--- config.mk ---
export PLATFORM = sky130hd
export DESIGN_NAME = fetch_sequencer
export DESIGN_NICKNAME = d
export VERILOG_FILES = /design/src/rtl/fetch_sequencer_pkg.sv /design/src/rtl/fetch_sequencer.sv
export SDC_FILE = /design/constraint.sdc
export NUM_CORES = 1
export LEC_CHECK = 0
export BUFFER_PORTS_ARGS = -buffer_cell sky130_fd_sc_hd__buf_2
export CORE_MARGIN = 2
export CORE_UTILIZATION = 27
export CTS_CLUSTER_SIZE = 20
export DETAILED_ROUTE_END_ITERATION = 6
export GPL_ROUTABILITY_DRIVEN = 0
export PLACE_DENSITY = 0.58
export REMOVE_ABC_BUFFERS = 1
export SLEW_MARGIN = 20
export SYNTH_ARGS = -nofsm -noshare
export SYNTH_HDL_FRONTEND = slang
export SYNTH_SLANG_ARGS = --single-unit
--- constraint.sdc ---
create_clock -name c -period 2.8 [get_ports c]
set_input_delay 0.14 -clock c [delete_from_list [all_inputs] [get_ports c]]
set_output_delay 0.14 -clock c [all_outputs]
set_load 0.01 [all_outputs]
--- src/rtl/fetch_sequencer_pkg.sv ---
// Shared definitions for the fetch/sequence stage: opcode values and FSM state encoding.
package fetch_sequencer_pkg;

    localparam int OP_W = 4;

    localparam logic [OP_W-1:0] OP_NOP   = 4'h0;
    localparam logic [OP_W-1:0] OP_ADD   = 4'h1;
    localparam logic [OP_W-1:0] OP_JMP   = 4'h2;
    localparam logic [OP_W-1:0] OP_JMPUP = 4'h3;
    localparam logic [OP_W-1:0] OP_HALT  = 4'hF;

    typedef enum logic [2:0] {
        ST_FETCH = 3'd0,
        ST_WAIT  = 3'd1,
        ST_LOAD  = 3'd2,
        ST_EXEC  = 3'd3,
        ST_HALT  = 3'd4
    } state_e;

endpackage

--- src/rtl/fetch_sequencer.sv ---
// Instruction fetch/sequence stage: owns the PC, fetches words, strobes the IR and
// accumulator enables, and resolves ADD/JMP/JMPUP/HALT before the next fetch.
module fetch_sequencer
    import fetch_sequencer_pkg::*;
#(
    parameter int bits   = 16,
    parameter int ADDR_W = 12
) (
    input  logic              c,
    input  logic              rst_n,
    input  logic [bits-1:0]   mem_rdata,
    input  logic              mem_rvalid,
    output logic              mem_req,
    output logic [ADDR_W-1:0] pc_addr,
    output logic [bits-1:0]   ir_d,
    output logic              ir_en,
    output logic              acc_en,
    output logic              halted
);

    localparam logic [ADDR_W-1:0] PC_ONE = {{(ADDR_W-1){1'b0}}, 1'b1};

    state_e            state_q, state_d;
    logic [ADDR_W-1:0] pc_q, pc_d;
    logic [bits-1:0]   ir_q, ir_d_d;
    logic              mem_req_q, mem_req_d;
    logic              ir_en_q, ir_en_d;
    logic              acc_en_q, acc_en_d;
    logic              halted_q, halted_d;
    logic [OP_W-1:0]   op_s;
    logic [ADDR_W-1:0] operand_s;

    assign op_s      = ir_q[bits-1 -: OP_W];
    assign operand_s = ir_q[ADDR_W-1:0];

    // State register.
    always_ff @(posedge c or negedge rst_n) begin
        if (!rst_n) begin
            state_q <= ST_FETCH;
        end else begin
            state_q <= state_d;
        end
    end

    // Next-state logic; WAIT has no timeout and HALT is left only through reset.
    always_comb begin
        state_d = state_q;
        case (state_q)
            ST_FETCH: state_d = ST_WAIT;
            ST_WAIT: begin
                if (mem_rvalid) begin
                    state_d = ST_LOAD;
                end else begin
                    state_d = ST_WAIT;
                end
            end
            ST_LOAD: state_d = ST_EXEC;
            ST_EXEC: begin
                if (op_s == OP_HALT) begin
                    state_d = ST_HALT;
                end else begin
                    state_d = ST_FETCH;
                end
            end
            ST_HALT: state_d = ST_HALT;
            default: state_d = ST_FETCH;
        endcase
    end

    // Datapath and output next values; strobes are decoded from the state being entered
    // so that the registered outputs line up with LOAD / EXEC exactly.
    always_comb begin
        pc_d   = pc_q;
        ir_d_d = ir_q;
        if ((state_q == ST_WAIT) && mem_rvalid) begin
            ir_d_d = mem_rdata;
        end else begin
            ir_d_d = ir_q;
        end
        if (state_q == ST_EXEC) begin
            case (op_s)
                OP_NOP:   pc_d = pc_q + PC_ONE;
                OP_ADD:   pc_d = pc_q + PC_ONE;
                OP_JMP:   pc_d = operand_s;
                OP_JMPUP: pc_d = pc_q - operand_s;
                OP_HALT:  pc_d = pc_q;
                default:  pc_d = pc_q + PC_ONE;
            endcase
        end else begin
            pc_d = pc_q;
        end
        mem_req_d = (state_d == ST_WAIT);
        ir_en_d   = (state_d == ST_LOAD);
        acc_en_d  = (state_d == ST_EXEC) && (op_s == OP_ADD);
        halted_d  = (state_d == ST_HALT);
    end

    // Datapath and registered outputs.
    always_ff @(posedge c or negedge rst_n) begin
        if (!rst_n) begin
            pc_q      <= {ADDR_W{1'b0}};
            ir_q      <= {bits{1'b0}};
            mem_req_q <= 1'b0;
            ir_en_q   <= 1'b0;
            acc_en_q  <= 1'b0;
            halted_q  <= 1'b0;
        end else begin
            pc_q      <= pc_d;
            ir_q      <= ir_d_d;
            mem_req_q <= mem_req_d;
            ir_en_q   <= ir_en_d;
            acc_en_q  <= acc_en_d;
            halted_q  <= halted_d;
        end
    end

    assign mem_req = mem_req_q;
    assign pc_addr = pc_q;
    assign ir_d    = ir_q;
    assign ir_en   = ir_en_q;
    assign acc_en  = acc_en_q;
    assign halted  = halted_q;

endmodule

# == After elaboration in Yosys (flattened, before gate mapping) ==
# Cells that the tools add are included.
# totals
register_bits,35
out_inout_bits,32
word_cells,30
# op_classes
add_sub_neg,2
eq_ne,12
n_mux,4
n_bitwise,1
n_reduce_logical,4
# ops
op,count
case mux 12 bit (3 select lines),1
case mux 3 bit (5 select lines),1
"adder 12 x 1 -> 12 bit, second input constant",1
"equality test 3 x 2 -> 1 bit, second input constant",4
subtractor 12 bit,1
"equality test 4 x 2 -> 1 bit, second input constant",2
"equality test 3 x 1 -> 1 bit, second input constant",2
"equality test 3 bit, second input constant",2
"equality test 4 x 1 -> 1 bit, second input constant",1
"equality test 4 bit, second input constant",1
zero test 3 bit,1
two-way mux 3 bit,1
logical AND 1 bit,2
two-way mux 2 bit,1
AND reduction 2 bit,1
inverter 1 bit,1

# == Longest topological paths before layout ==
# logic_depth
ltp_word,5
mapped_depth,13

# == Least setup slack after synthesis ==
# No wires, ideal clock.
# synth_timing
path_type,reg2reg
start,"register ir_q[15], in the netlist ir_d[15]"
end,"register pc_q[10], in the netlist pc_addr[10]"
setup_time_ns,0.126
arrival_ns,2.657
slack_ns,0.016
path_stages_with_launch,14
n_path_buf,1
period_less_slack_ns,2.784
path_cell_list,dfrtp_1 nor2_1 nand3_1 clkbuf_1 or2_2 ha_1 fa_1 nor2b_1 o21ai_0 nand2b_1 a31oi_1 o2111a_1 a21oi_1 nand3_1
# synth_via
elab_chain_len,3
# synth_rtl
item,line_no,source
"start, declared",fetch_sequencer.sv:25,"logic [bits-1:0] ir_q, ir_d_d;"
"start signal, assigned",fetch_sequencer.sv:102,ir_q <= {bits{1'b0}};
"start signal, assigned",fetch_sequencer.sv:109,ir_q <= ir_d_d;
branches (longest 3 deep; another with case mux 12 bit (3 select lines)),n/a,
"end signal, assigned",fetch_sequencer.sv:101,pc_q <= {ADDR_W{1'b0}};
"end signal, assigned",fetch_sequencer.sv:108,pc_q <= pc_d;
"end, declared",fetch_sequencer.sv:24,"logic [ADDR_W-1:0] pc_q, pc_d;"
# Several ways; the timed one is not identified.
# A chain may end at the register's enable or synchronous reset.

# == Worst setup path after layout ==
# layout_timing
start,"register ir_q[14], in the netlist ir_d[14]"
end,"register pc_q[10], in the netlist pc_addr[10]"
# Same word-level chain as after synthesis.

==> impl_metrics.yaml <==
run_status:
  status: "finished, final reports clean"
critical_path:
  cp_max_fo: 4
  crit_arrival_ns: 2.81
  path_cells: "nor2_2, nand3_2, or2_2, ha_1, fa_2, nor2b_2, o21ai_0, nand2b_1, a31oi_2, o2111a_1, a21oi_1, nand3_1"
  crit_required_ns: 2.96
  start_kind: "flop"
  worst_setup_path_end_kind: "flop"
  cp-startpoint: "ir_d[14]"
  path_buf_inv: 0
  critPathKind: "reg -> reg"
  slowest_stage: "dfrtp_1"
  crit_family: "simple AND/OR/NAND/NOR gates"
  reg2reg_slack_ns: 0.16
  cp_slowest_stage_delay_ns: 0.41
  r2r_start: "ir_d[14]"
  rr_endpoint: "pc_addr[10]"
  worstRegToRegCells: 12
clock_tree:
  insertion_delay_ns: 0.28
  numClockSinks: 35
  clk_pin_slew_ns: 0.07
  cts_buffers: 5
  cts_tree: "built"
  htreeDepth: 2
  clockBufferDepth: 2
  clock-root-buffer: "clkbuf_8"
sta:
  fin_crit_ns: 2.64
  fin_crit_sh: 0.944
  slew_headroom: 0.469
  max_freq_ghz: 0.378
  drv_slew: 0
  setup_ws_ns: 0.157
  grt_setup_unrepaired: "true"
  setup_viol: 0
  finalClockSkew_ns: 0.00493
  tns_ns: 0
  worst_pin_slew_ns: 0.796
  hold_viol: 0
finish:
  final_cell_mix: "buf_2 (50), dfrtp_1 (35), nor2_1 (22), nand2_1 (19)"
  stdcell_area_um2: 2530
  layout.cells.non_filler: 361
  multiInputGateArea_um2: 1080
  drive_gt1_frac: 0.374
  syn_to_final_growth_pct: 28.3
  n_antenna_cell: 0
  layout.nets: 294
  fillCellCount: 755
  final_common_cell: "buf_2"
  seq_area_um2: 876
  finish.utilization: 0.352
place:
  dp_hpwl_mm: 3.52
  placed_cells: 351
  numPortBuffers: 50
  dpl_cell_area_um2: 2400
  pre_cts_slack_ns: 0.107
logic_synthesis:
  synth_top_area_frac: 0.445
  ys_types: 40
  yosys_warnings: 0
  synth_edf_count: 0
  synth.avg_cell_area_um2: 9.75
  synthTopCellsByArea: "dfrtp_1 (44%), mux2_2 (9.7%), ha_1 (7.0%)"
  async_flop_share: 1.00
  yosysTopAreaCell: "dfrtp_1"
  synthFlopType: "dfrtp_1"
  synth.yosys.seq_area_share: 0.445
  ys_ff_latch: 35
  syn-instance-count: 202
  syn_area_um2: 1970
worst_hold_path:
  hold_path_depth: 2
  hold_class: "in -> reg"
  hold_path_end: "ir_d[10]"
  hp-start: "mem_rdata[10]"
floorplanning:
  die_area_um2: 7990
  core_area_um2: 7180
  dieHeight_um: 89.4
  row_count: 31
  initial_utilization: 0.274
  io_pins: 51
  die_w_um: 89.4
route:
  antenna_left: 0
  post_drt_wl_per_cell_um: 13.4
  drtIter0Drc: 126
  drc_errors: 0
  drt-pass1-iter-count: 4
  routed_wl_mm: 4.82
  via_per_inst: 4.68
  vias: 1689
power_and_ir_drop:
  p_per_area_nw_per_um2: 1080
  ir_drop_mv: 0.464
  power_frac_seq: 0.346
  p_sw_mw: 1.14
  combinationalPowerShare: 0.531
  internal-power_mw: 1.59
  clkPwrFrac: 0.122
  p_sw_frac: 0.417
  leakage_nw: 1.20
global_route:
  antenna_found_initial: 0
  grt_overflow: 0
  grtUsageTotal: 0.128
  grt_max_degree: 36
  grt_first_pass_wirelength_mm: 7.86
  grt_pass1_vias: 1665
job:
  maxCapViolations: 0
metrics by stage:
step / power (mW) / hold slack, ns
floorplan: 1.81 / -0.156
global placement: 2.35 / 0.284
detailed placement: 2.37 / 0.279
CTS: 2.72 / 0.0746
global route: 3.01 / 0.0775
finish: 2.74 / 0.0833
metal layers:
metal / global-route usage / routed length [um] / vias to the layer above
met5: 0 / 0 / -
met4: 0.0475 / 96 / 0
met3: 0.0369 / 273 / 9
met2: 0.209 / 2390 / 37
met1: 0.159 / 2060 / 800
li1: - / - / 843
timing repair:
| item | CTS | global route |
|---|---|---|
| gates resized for setup | 0 | 6 |
| setup endpoints to repair | 0 | 5 |
| hold buffers | 1 | 0 |
| buffers inserted | 0 | 3 |
| hold endpoints to repair | 35 | 0 |
final cells by class:
| class | count | share of cell area |
|---|---|---|
| Clock buffer | 6 | 0.0287 |
| Multi-Input combinational cell | 155 | 0.429 |
| Sequential cell | 35 | 0.347 |
| Timing Repair Buffer | 62 | 0.141 |
| Tap cell | 99 | 0.0490 |
| Inverter | 4 | 0.00594 |
cells by family after synthesis:
kind of cell             share of synthesized area
AO/OA/AOI/OAI                                0.142
XOR/XNOR                                    0.0178
adder cells (fa/ha/maj)                     0.0801
buffers and inverters                       0.0241
flip-flops                                   0.445
multiplexers                                 0.102
AND/OR/NAND/NOR                              0.189
worst max path at each step:
stage	to	slack (ns)	cells after the start
CTS	pc_addr[10]	0.07	12
detailed placement	pc_addr[10]	0.11	12
floorplan	pc_addr[10]	0.02	12
global route	pc_addr[10]	-0.09	12
global placement	pc_addr[10]	0.19	12
finish	pc_addr[10]	0.16	12
cell usage after synthesis (3+ instances only):
| master | number |
|---|---|
| nand2_1 | 19 |
| inv_1 | 4 |
| a211oi_1 | 3 |
| nor2_1 | 23 |
| or2_2 | 3 |
| o21ai_0 | 9 |
| dfrtp_1 | 35 |
| nand3_1 | 6 |
| mux2_2 | 17 |
| a21oi_1 | 18 |
| clkbuf_1 | 6 |
| ha_1 | 11 |
| nand2b_1 | 5 |
| nor3_1 | 8 |
| nor2b_1 | 3 |
power by group through the flow:
stage	combinational [mW]	clock, mW	sequential (mW)
5_1_grt	1.63	0.377	0.996
4_1_cts	1.41	0.354	0.952
6_report	1.45	0.335	0.948
3_3_place_gp	1.40	0	0.949
3_5_place_dp	1.41	0	0.961
2_1_floorplan	0.797	0	1.01
flip-flops by register name, indices dropped and copies added, names as in the netlist:
signal / count
acc_en: 1
pc_addr: 12
ir_d: 16
mem_req: 1
ir_en: 1
state_q: 3
halted: 1
No activity file was read; power rests on OpenSTA's default activity.
